===== src/rtl/smart_key_arbiter_if.sv =====
// Key-memory port bundle: CPU single-word reads, MAC burst reads and the shared memory bus.
// slave = arbiter side, master = requesters plus memory.
interface smart_key_arbiter_if #(
   parameter int SIZE_MEM_ADDR = 5
);
   logic                     cpu_req;
   logic [SIZE_MEM_ADDR-1:0] cpu_addr;
   logic [15:0]              cpu_rdata;
   logic                     cpu_ack;

   logic                     mac_start;
   logic [SIZE_MEM_ADDR-1:0] mac_addr;
   logic [15:0]              mac_rdata;
   logic                     mac_valid;
   logic                     mac_done;

   logic [SIZE_MEM_ADDR-1:0] mem_addr;
   logic                     mem_rd;
   logic [15:0]              mem_dout;

   modport slave (
      input  cpu_req, cpu_addr, mac_start, mac_addr, mem_dout,
      output cpu_rdata, cpu_ack, mac_rdata, mac_valid, mac_done, mem_addr, mem_rd
   );

   modport master (
      output cpu_req, cpu_addr, mac_start, mac_addr, mem_dout,
      input  cpu_rdata, cpu_ack, mac_rdata, mac_valid, mac_done, mem_addr, mem_rd
   );
endinterface


===== src/rtl/smart_key_arbiter.sv =====
// Arbiter/sequencer sharing one synchronous-read key memory between MAC bursts and CPU reads.
// Optional macro SMART_VIOLATION_RESET_EN: a denied CPU read pulses reset and flushes pending work.
module smart_key_arbiter #(
   parameter int SIZE_MEM_ADDR = 5,
   parameter int LOW_CODE      = 16,
   parameter int HIGH_CODE     = 32,
   parameter int LOW_SAFE      = 20,
   parameter int HIGH_SAFE     = 30,
   parameter int MAC_BURST     = 8,
   parameter int RESET_CYCLES  = 4
) (
   input  logic                 mclk,
   input  logic                 reset_n,
   smart_key_arbiter_if.slave   bus,
   input  logic [15:0]          ins_addr,
   output logic                 in_safe_area,
   output logic                 violation,
   output logic                 reset
);
   localparam int AW = SIZE_MEM_ADDR;
   localparam int BW = $clog2(MAC_BURST + 1);
   localparam int RW = $clog2(RESET_CYCLES + 1);

   typedef enum logic [2:0] {IDLE, MAC_RD, CPU_RD, CPU_DENY, CPU_ACK} state_t;

   state_t          state_q, state_d;
   logic [AW-1:0]   addr_q, addr_d;
   logic [BW-1:0]   beat_q, beat_d;
   logic            ok_q, ok_d;
   logic            cpu_pend_q, cpu_pend_d;
   logic [AW-1:0]   cpu_pend_addr_q, cpu_pend_addr_d;
   logic            cpu_pend_ok_q, cpu_pend_ok_d;
   logic            mac_pend_q, mac_pend_d;
   logic [AW-1:0]   mac_pend_addr_q, mac_pend_addr_d;
   logic            viol_q, viol_d;
   logic [RW-1:0]   rst_cnt_q, rst_cnt_d;
   logic            mac_valid_q, mac_valid_d;
   logic            mac_done_q, mac_done_d;
   logic            safe_q, safe_d;

   logic            flush;
   logic            cpu_in, cpu_in_ok, mac_in;
   logic            cpu_vld, mac_vld;
   logic            cpu_sel_ok;
   logic [AW-1:0]   cpu_sel_addr, mac_sel_addr;
   logic            mem_rd_w;

`ifdef SMART_VIOLATION_RESET_EN
   assign flush = (rst_cnt_q != '0);
`else
   assign flush = 1'b0;
`endif

   // ins_addr is judged in the cycle of the pulse, not when the request is serviced
   assign cpu_in_ok = ({1'b0, ins_addr} >= 17'(LOW_CODE)) && ({1'b0, ins_addr} < 17'(HIGH_CODE));
   assign cpu_in    = bus.cpu_req & ~flush;
   assign mac_in    = bus.mac_start & ~flush & (state_q != MAC_RD);

   assign cpu_vld      = ~flush & (cpu_pend_q | cpu_in);
   assign mac_vld      = ~flush & (mac_pend_q | mac_in);
   assign cpu_sel_addr = cpu_pend_q ? cpu_pend_addr_q : bus.cpu_addr;
   assign cpu_sel_ok   = cpu_pend_q ? cpu_pend_ok_q : cpu_in_ok;
   assign mac_sel_addr = mac_pend_q ? mac_pend_addr_q : bus.mac_addr;

   assign safe_d = ({1'b0, ins_addr} >= 17'(LOW_SAFE)) && ({1'b0, ins_addr} < 17'(HIGH_SAFE));

   always_comb begin
      logic mac_take;
      logic cpu_take;
      state_d         = state_q;
      addr_d          = addr_q;
      beat_d          = beat_q;
      ok_d            = ok_q;
      viol_d          = viol_q;
      rst_cnt_d       = (rst_cnt_q != '0) ? rst_cnt_q - RW'(1) : '0;
      mac_valid_d     = (state_q == MAC_RD);
      mac_done_d      = 1'b0;
      cpu_pend_d      = cpu_pend_q;
      cpu_pend_addr_d = cpu_pend_addr_q;
      cpu_pend_ok_d   = cpu_pend_ok_q;
      mac_pend_d      = mac_pend_q;
      mac_pend_addr_d = mac_pend_addr_q;
      mac_take        = 1'b0;
      cpu_take        = 1'b0;

      case (state_q)
         IDLE: begin
            if (mac_vld) begin
               mac_take = 1'b1;
               state_d  = MAC_RD;
               addr_d   = mac_sel_addr;
               beat_d   = '0;
            end else if (cpu_vld) begin
               cpu_take = 1'b1;
               addr_d   = cpu_sel_addr;
               ok_d     = cpu_sel_ok;
               if (cpu_sel_ok) begin
                  state_d = CPU_RD;
               end else begin
                  state_d   = CPU_DENY;
                  viol_d    = 1'b1;
                  rst_cnt_d = RW'(RESET_CYCLES);
               end
            end
         end
         MAC_RD: begin
            addr_d = addr_q + AW'(1);
            beat_d = beat_q + BW'(1);
            if (beat_q == BW'(MAC_BURST - 1)) begin
               mac_done_d = 1'b1;
               state_d    = IDLE;
            end
         end
         CPU_RD, CPU_DENY: state_d = CPU_ACK;
         CPU_ACK:          state_d = IDLE;
         default:          state_d = IDLE;
      endcase

      // a pulse taken straight from IDLE never occupies its entry
      if (flush || mac_take) begin
         mac_pend_d = 1'b0;
      end else if (mac_in && !mac_pend_q) begin
         mac_pend_d      = 1'b1;
         mac_pend_addr_d = bus.mac_addr;
      end

      if (flush || cpu_take) begin
         cpu_pend_d = 1'b0;
      end else if (cpu_in && !cpu_pend_q) begin
         cpu_pend_d      = 1'b1;
         cpu_pend_addr_d = bus.cpu_addr;
         cpu_pend_ok_d   = cpu_in_ok;
      end
   end

   always_ff @(posedge mclk or negedge reset_n) begin
      if (!reset_n) begin
         state_q         <= IDLE;
         addr_q          <= '0;
         beat_q          <= '0;
         ok_q            <= 1'b0;
         cpu_pend_q      <= 1'b0;
         cpu_pend_addr_q <= '0;
         cpu_pend_ok_q   <= 1'b0;
         mac_pend_q      <= 1'b0;
         mac_pend_addr_q <= '0;
         viol_q          <= 1'b0;
         rst_cnt_q       <= '0;
         mac_valid_q     <= 1'b0;
         mac_done_q      <= 1'b0;
         safe_q          <= 1'b0;
      end else begin
         state_q         <= state_d;
         addr_q          <= addr_d;
         beat_q          <= beat_d;
         ok_q            <= ok_d;
         cpu_pend_q      <= cpu_pend_d;
         cpu_pend_addr_q <= cpu_pend_addr_d;
         cpu_pend_ok_q   <= cpu_pend_ok_d;
         mac_pend_q      <= mac_pend_d;
         mac_pend_addr_q <= mac_pend_addr_d;
         viol_q          <= viol_d;
         rst_cnt_q       <= rst_cnt_d;
         mac_valid_q     <= mac_valid_d;
         mac_done_q      <= mac_done_d;
         safe_q          <= safe_d;
      end
   end

   assign mem_rd_w       = (state_q == MAC_RD) || (state_q == CPU_RD);
   assign bus.mem_rd     = mem_rd_w;
   assign bus.mem_addr   = mem_rd_w ? addr_q : '0;
   assign bus.cpu_ack    = (state_q == CPU_ACK);
   assign bus.cpu_rdata  = ((state_q == CPU_ACK) && ok_q) ? bus.mem_dout : 16'h0000;
   assign bus.mac_valid  = mac_valid_q;
   assign bus.mac_done   = mac_done_q;
   assign bus.mac_rdata  = mac_valid_q ? bus.mem_dout : 16'h0000;
   assign in_safe_area   = safe_q;
   assign violation      = viol_q;
   assign reset          = flush;
endmodule


===== src/flat_wrapper.sv =====
// flat-port wrapper written by rule: the top's interface ports become plain ports
module smart_key_arbiter_flat 
#(
   parameter int SIZE_MEM_ADDR = 5,
   parameter int LOW_CODE      = 16,
   parameter int HIGH_CODE     = 32,
   parameter int LOW_SAFE      = 20,
   parameter int HIGH_SAFE     = 30,
   parameter int MAC_BURST     = 8,
   parameter int RESET_CYCLES  = 4
)
  (mclk, reset_n, ins_addr, in_safe_area, violation, reset, bus_cpu_req, bus_cpu_addr, bus_mac_start, bus_mac_addr, bus_mem_dout, bus_cpu_rdata, bus_cpu_ack, bus_mac_rdata, bus_mac_valid, bus_mac_done, bus_mem_addr, bus_mem_rd);
  smart_key_arbiter_if #(.SIZE_MEM_ADDR(SIZE_MEM_ADDR)) bus_i ();
  input  logic mclk;
  input  logic reset_n;
  input  logic [15:0] ins_addr;
  output logic in_safe_area;
  output logic violation;
  output logic reset;
  input wire logic [$bits(bus_i.cpu_req)-1:0] bus_cpu_req;
  input wire logic [$bits(bus_i.cpu_addr)-1:0] bus_cpu_addr;
  input wire logic [$bits(bus_i.mac_start)-1:0] bus_mac_start;
  input wire logic [$bits(bus_i.mac_addr)-1:0] bus_mac_addr;
  input wire logic [$bits(bus_i.mem_dout)-1:0] bus_mem_dout;
  output wire logic [$bits(bus_i.cpu_rdata)-1:0] bus_cpu_rdata;
  output wire logic [$bits(bus_i.cpu_ack)-1:0] bus_cpu_ack;
  output wire logic [$bits(bus_i.mac_rdata)-1:0] bus_mac_rdata;
  output wire logic [$bits(bus_i.mac_valid)-1:0] bus_mac_valid;
  output wire logic [$bits(bus_i.mac_done)-1:0] bus_mac_done;
  output wire logic [$bits(bus_i.mem_addr)-1:0] bus_mem_addr;
  output wire logic [$bits(bus_i.mem_rd)-1:0] bus_mem_rd;
  assign bus_i.cpu_req = bus_cpu_req;
  assign bus_i.cpu_addr = bus_cpu_addr;
  assign bus_i.mac_start = bus_mac_start;
  assign bus_i.mac_addr = bus_mac_addr;
  assign bus_i.mem_dout = bus_mem_dout;
  assign bus_cpu_rdata = bus_i.cpu_rdata;
  assign bus_cpu_ack = bus_i.cpu_ack;
  assign bus_mac_rdata = bus_i.mac_rdata;
  assign bus_mac_valid = bus_i.mac_valid;
  assign bus_mac_done = bus_i.mac_done;
  assign bus_mem_addr = bus_i.mem_addr;
  assign bus_mem_rd = bus_i.mem_rd;
  smart_key_arbiter #(.SIZE_MEM_ADDR(SIZE_MEM_ADDR), .LOW_CODE(LOW_CODE), .HIGH_CODE(HIGH_CODE), .LOW_SAFE(LOW_SAFE), .HIGH_SAFE(HIGH_SAFE), .MAC_BURST(MAC_BURST), .RESET_CYCLES(RESET_CYCLES)) u_core (.mclk(mclk), .reset_n(reset_n), .bus(bus_i), .ins_addr(ins_addr), .in_safe_area(in_safe_area), .violation(violation), .reset(reset));
endmodule

===== config.mk =====
export PLATFORM = sky130hd
export DESIGN_NAME = smart_key_arbiter_flat
export DESIGN_NICKNAME = d
export VERILOG_FILES = /design/src/rtl/smart_key_arbiter_if.sv /design/src/rtl/smart_key_arbiter.sv /design/src/flat_wrapper.sv
export SDC_FILE = /design/constraint.sdc
export NUM_CORES = 1
export LEC_CHECK = 0
export ABC_AREA = 1
export BUFFER_PORTS_ARGS = -buffer_cell sky130_fd_sc_hd__buf_2
export CORE_ASPECT_RATIO = 0.5
export CORE_MARGIN = 1.5
export CORE_UTILIZATION = 37
export DETAILED_ROUTE_END_ITERATION = 10
export GPL_TIMING_DRIVEN = 0
export PLACE_DENSITY = 0.63
export RECOVER_POWER = 100
export SYNTH_ARGS = -nofsm -noshare
export SYNTH_HDL_FRONTEND = slang
export SYNTH_SLANG_ARGS = --single-unit
export TNS_END_PERCENT = 20

===== constraint.sdc =====
create_clock -name mclk -period 2 [get_ports mclk]
set_input_delay 0.2 -clock mclk [delete_from_list [all_inputs] [get_ports mclk]]
set_output_delay 0.2 -clock mclk [all_outputs]
set_load 0.02 [all_outputs]

## Word-level counts from Yosys, hierarchy flattened

Index checks and enable logic that the tools add are counted.

| word-level totals | value |
|---|---|
| word-level logic and storage cells | 82 |
| output and inout bits | 44 |
| bits of input ports | 46 |
| flip-flop bits (word level) | 30 |

| operators by class | value |
|---|---|
| multiplexer cells | 27 |
| reductions and logical operators | 20 |
| eq/ne operators | 9 |
| $lt $le $gt $ge | 4 |
| bitwise gates (word level) | 7 |
| $add $sub $neg | 2 |

Operators by type and width:

| cell | number |
|---|---|
| 16-bit by 5-bit >= comparator with 1-bit output, second input constant | 2 |
| 16-bit two-way mux | 2 |
| 5-bit two-way mux | 5 |
| 16-bit by 5-bit < comparator with 1-bit output, second input constant | 1 |
| 16-bit by 6-bit < comparator with 1-bit output, second input constant | 1 |
| 1-bit two-way mux | 13 |
| 5-bit one-hot mux with 2 select lines | 1 |
| 2-bit AND reduction | 5 |
| 3-bit two-way mux | 3 |
| 3-bit one-hot mux with 3 select lines | 1 |
| 4-bit one-hot mux with 2 select lines | 1 |
| 3-bit by 2-bit == test with 1-bit output, second input constant | 2 |
| 3-bit by 1-bit != test with 1-bit output, second input constant | 2 |
| 2-bit nonzero test | 3 |
| 5-bit by 1-bit adder with 5-bit output, second input constant | 1 |
| 1-bit logical AND | 5 |
| 4-bit by 1-bit adder with 4-bit output, second input constant | 1 |
| 4-bit by 3-bit == test with 1-bit output, second input constant | 1 |
| 4-bit two-way mux | 1 |
| 1-bit inverter | 4 |
| 4-bit AND reduction | 1 |
| 3-bit by 1-bit == test with 1-bit output, second input constant | 1 |
| 3-bit == test, second input constant | 1 |
| 3-bit zero test | 1 |
| other kinds (8) | 10 |

## Longest topological paths before layout

| logic depth | value |
|---|---|
| depth in word-level cells | 7 |
| gate-level depth with buffers | 10 |

## Worst setup path after synthesis

Ideal clock, no wire load.

| timing path | value |
|---|---|
| kind | register to output |
| from | register u_core.state_q[0] |
| to | output port bus_cpu_rdata[10] |
| arrival time | 1.797 ns |
| setup slack | 0.003 ns |
| required time | 1.800 ns |
| cell stages (with the launch flop) | 5 |
| path through | dfrtp_1 nor3_1 nand2_1 buf_2 nor2_1 |

| on the way | value |
|---|---|
| longest elaborated chain between the ends | 3 |

RTL lines:

| item | RTL line | text |
|---|---|---|
| start, declared | smart_key_arbiter.sv:26 | `state_t state_q, state_d;` |
| start signal, assigned | smart_key_arbiter.sv:153 | `state_q <= state_d;` |
| 3-bit == test | - |  |
| named net bus_cpu_ack | flat_wrapper.sv:26 | `output wire logic [$bits(bus_i.cpu_ack)-1:0] bus_cpu_ack;` |
| 1-bit logical AND | smart_key_arbiter.sv:174 | `assign bus.cpu_rdata = ((state_q == CPU_ACK) && ok_q) ? bus.mem_dout : 16'h0000;` |
| 16-bit two-way mux | smart_key_arbiter.sv:174 |  |
| end, declared | flat_wrapper.sv:25 | `output wire logic [$bits(bus_i.cpu_rdata)-1:0] bus_cpu_rdata;` |

The timed path passes the listed nets, and every way through them passes these cells.

## Final worst setup path

| timing path | value |
|---|---|
| from | register u_core.state_q[0] |
| to | output port bus_cpu_rdata[5] |

| on the way | value |
|---|---|
| longest elaborated chain between the ends | 3 |

RTL lines:

| item | RTL line |
|---|---|
| 3-bit == test | smart_key_arbiter.sv:174 |
| 1-bit logical AND | smart_key_arbiter.sv:174 |
| 16-bit two-way mux | smart_key_arbiter.sv:174 |

Every way passes these cells.

==> results.json <==
{
  "status": "finished, final reports clean",
  "tns_ps": 0,
  "switchingPower_mw": 1.887,
  "syn2layout_area_growth_pct": 27.77,
  "grt_remaining_overflow": 0,
  "rrSetupSlack_ps": 170,
  "cts.sinks": 30,
  "dp_hpwl_mm": 4.052,
  "worstMarginPinSlew_ps": 800.2,
  "path_clk_slew_ps": 70,
  "htreeDepth": 2,
  "synth_xor_area_share_pct": 1.270,
  "finalSetupViolCount": 0,
  "synthSimpleGateAreaFrac_pct": 37.45,
  "ys_seq_area_share_pct": 36.30,
  "start_util_pct": 40.10,
  "num_vias": 2121,
  "cp_num_buf_inv": 2,
  "period_share_pct": 93.42,
  "drt_pass1_iterations": 4,
  "cp-end-kind": "output port",
  "nets": 452,
  "seq_power_share_pct": 28.3,
  "worst_ir_drop_vdd_uv": 508.0,
  "yosysWarningCount": 0,
  "syn_nets": 357,
  "wl_mm": 5.100,
  "dieArea_sq_um": 6074,
  "clock.fmax_mhz": 535.2,
  "swShare_pct": 50.05,
  "antenna_found_initial": 0,
  "p_clk_share_pct": 13.4,
  "synthAdderAreaFrac_pct": 1.210,
  "cts_setup_buffers": 0,
  "drive_gt1_share_pct": 25.93,
  "r2r-end": "u_core.addr_q[3]",
  "place_inst": 466,
  "slowest_stage": "dfrtp_1",
  "wl_per_cell_microns": 10.74,
  "synthMuxAreaShare_pct": 0,
  "synth-compound-area-share_pct": 8.409,
  "power_frac_comb_pct": 58.3,
  "synth_top_family_by_area": "simple AND/OR/NAND/NOR gates",
  "drtAntennaViolNets": 0,
  "critPathKind": "reg -> out",
  "grt_pass1_vias": 1887,
  "power_density_nw_per_um2": 1426,
  "gp_congestion": 0.8171,
  "grt_usage_pct": 17.33,
  "ff2ff_path_depth": 6,
  "critPathLaunch": "u_core.state_q[0]",
  "slew_viol_final": 0,
  "syn_inst": 309,
  "synth_area_sq_um": 2068,
  "yosys.area.top_type": "dfrtp_1",
  "grt_pass1_wl_mm": 8.321,
  "cp_max_fo": 10,
  "die_w_microns": 108.7,
  "fin_crit_ps": 1868,
  "ios": 90,
  "worstPathCellList": "nor3_2 -> nand2_1 -> buf_2 -> nor2_1 -> clkbuf_2",
  "dr.first_iter.drc_count": 161,
  "rsz0062_at_grt": "false",
  "die_h_microns": 55.87,
  "skew_ps": 2.827,
  "ys.flop_type": "dfrtp_1",
  "cts_buffers": 5,
  "synth_cell_type_count": 30,
  "synthTopCellsByArea": "dfrtp_1 36%, nand2_1 17%, inv_1 11%, nor2_1 7.8%, nand3_1 3.9%",
  "io_buffers": 87,
  "max_cap_violations": 0,
  "synth_seq_cells": 30,
  "drc": 0,
  "hp-class": "in -> reg",
  "crit_end": "bus_cpu_rdata[5]",
  "viasPerCell": 4.465,
  "grt_max_degree": 31,
  "r2r-start": "u_core.state_q[0]",
  "diodes": 0,
  "intPower_mw": 1.883,
  "synth_area_per_cell_sq_um": 6.693,
  "relSlewSlack_pct": 46.36,
  "clockBufferDepth": 2,
  "async_flop_share_pct": 100.0,
  "finalHoldViolCount": 0,
  "crit_family": "simple AND/OR/NAND/NOR gates",
  "instances_no_fill": 475,
  "design.core.area_sq_um": 5157,
  "synth-edff-count": 0,
  "synth_top_area_share_pct": 36.30,
  "cp-start-kind": "flip-flop",
  "cts_tree": "done",
  "fillers": 535,
  "cp_num_cells": 5,
  "p_leak_nw": 1.639,
  "cp_slowest_stage_delay_ps": 450,
  "cts_root_buf": "clkbuf_8",
  "insertion_delay_ps": 280,
  "row_count": 18,
  "critPathArrivalTime_ps": 1670,
  "worstPathRequired_ps": 1800
}
[kinds of logic (layout without fill, tap and decap cells)]
family,count (synthesis),in the layout
AND/OR/NAND/NOR,170,170
flip-flops,30,30
other,1,1
buffers and inverters,76,172
AO/OA/AOI/OAI,27,27
XOR/XNOR,3,3
adder cells (fa/ha/maj),2,2
[power groups by stage]
stage / Clock [mW] / Sequential (mW) / Combinational (mW)
after floorplan: 0 / 1.06 / 1.71
after global placement: 0 / 1.07 / 2.22
after detailed placement: 0 / 1.08 / 2.27
after CTS: 0.519 / 1.08 / 2.29
after global routing: 0.545 / 1.10 / 2.50
final: 0.505 / 1.07 / 2.20
[timing repair]
| action | CTS | global route |
|---|---|---|
| hold endpoints to repair | 30 | 0 |
| setup endpoints to repair | 0 | 13 |
| hold buffers | 1 | 0 |
| gates resized for setup | 0 | 5 |
[cells in the mapped netlist (all sizes together) (2+ instances only)]
cell type  instances
a21oi              4
buf                5
clkbuf             3
dfrtp             30
ha                 2
inv               67
nand2            100
nand3             18
nand4              6
nor2              43
nor3               2
o21ai             21
xnor2              2
[placed cells by master (no fill, tap or decap), types with 3 or more instances in the layout]
master,Yosys,layout
nand2_1,91,96
inv_1,63,62
buf_2,2,51
nor2_1,43,43
dfrtp_1,30,30
clkbuf_1,3,21
clkbuf_2,0,20
nand3_1,16,17
o21ai_0,11,11
o21ai_2,9,9
clkbuf_8,0,6
nand4_1,5,5
inv_2,3,4
a21oi_1,4,4
buf_4,2,3
nand2_4,4,3
[metal layers]
layer | routed length (microns) | up-vias | track usage [%]
met5 | 0 | - | 0
met2 | 2262 | 72 | 29.65
met4 | 62 | 0 | 5.075
li1 | - | 1113 | -
met3 | 353 | 9 | 3.396
met1 | 2423 | 927 | 22.15
[worst min path at each step]
| stage | end | from | cells past startpoint |
|---|---|---|---|
| floorplan | u_core.addr_q[0] | reset_n | 0 |
| global route | u_core.mac_pend_addr_q[2] | bus_mac_addr[2] | 3 |
| detailed placement | u_core.violation | reset_n | 1 |
| global placement | u_core.violation | reset_n | 1 |
| finish | u_core.mac_pend_addr_q[1] | bus_mac_addr[1] | 3 |
| CTS | u_core.mac_pend_addr_q[2] | bus_mac_addr[2] | 3 |
[cell type report]
type                    count  area, sq um  share of cell area [%]
plain buffers               8        58.81                   2.225
well taps                  70        87.58                   3.314
clock inverters             1        5.005                  0.1894
inverters                  68        257.7                   9.754
multi-input cells         203        972.2                   36.79
repair buffers             88        424.2                   16.05
flip-flops and latches     30        750.7                   28.41
clock buffers               7        86.33                   3.267
[worst register-to-register path, cell delays in order (launching register included)]
cell and delay (ps):
dfrtp_1 450, nor3_2 700, nand4_4 230, nand2_2 200, inv_2 50, nand2_1 60, nand2_1 40
[through the flow]
step	utilization (%)	worst slack, ps	area (sq um)	power [mW]	hold WS, ps
final	51.24	131.5	2643	3.769	146.6
after detailed placement	50.24	385.4	2591	3.352	291.5
after floorplan	-	2.526	2068	2.764	-95.59
after CTS	52.21	70.36	2693	3.882	136.5
after global routing	51.24	12.82	2643	4.152	147.3
after global placement	50.24	397.7	2591	3.289	281.0
[flip-flops by register name, indices dropped and copies added, names as in the netlist]
name and count:
u_core.addr_q 5, u_core.beat_q 4, u_core.bus.mac_done 1, u_core.bus.mac_valid 1, u_core.cpu_pend_addr_q 5, u_core.cpu_pend_ok_q 1, u_core.cpu_pend_q 1, u_core.in_safe_area 1
u_core.mac_pend_addr_q 5, u_core.mac_pend_q 1, u_core.ok_q 1, u_core.state_q 3, u_core.violation 1
Note: power is estimated with default switching activity, not from simulation.
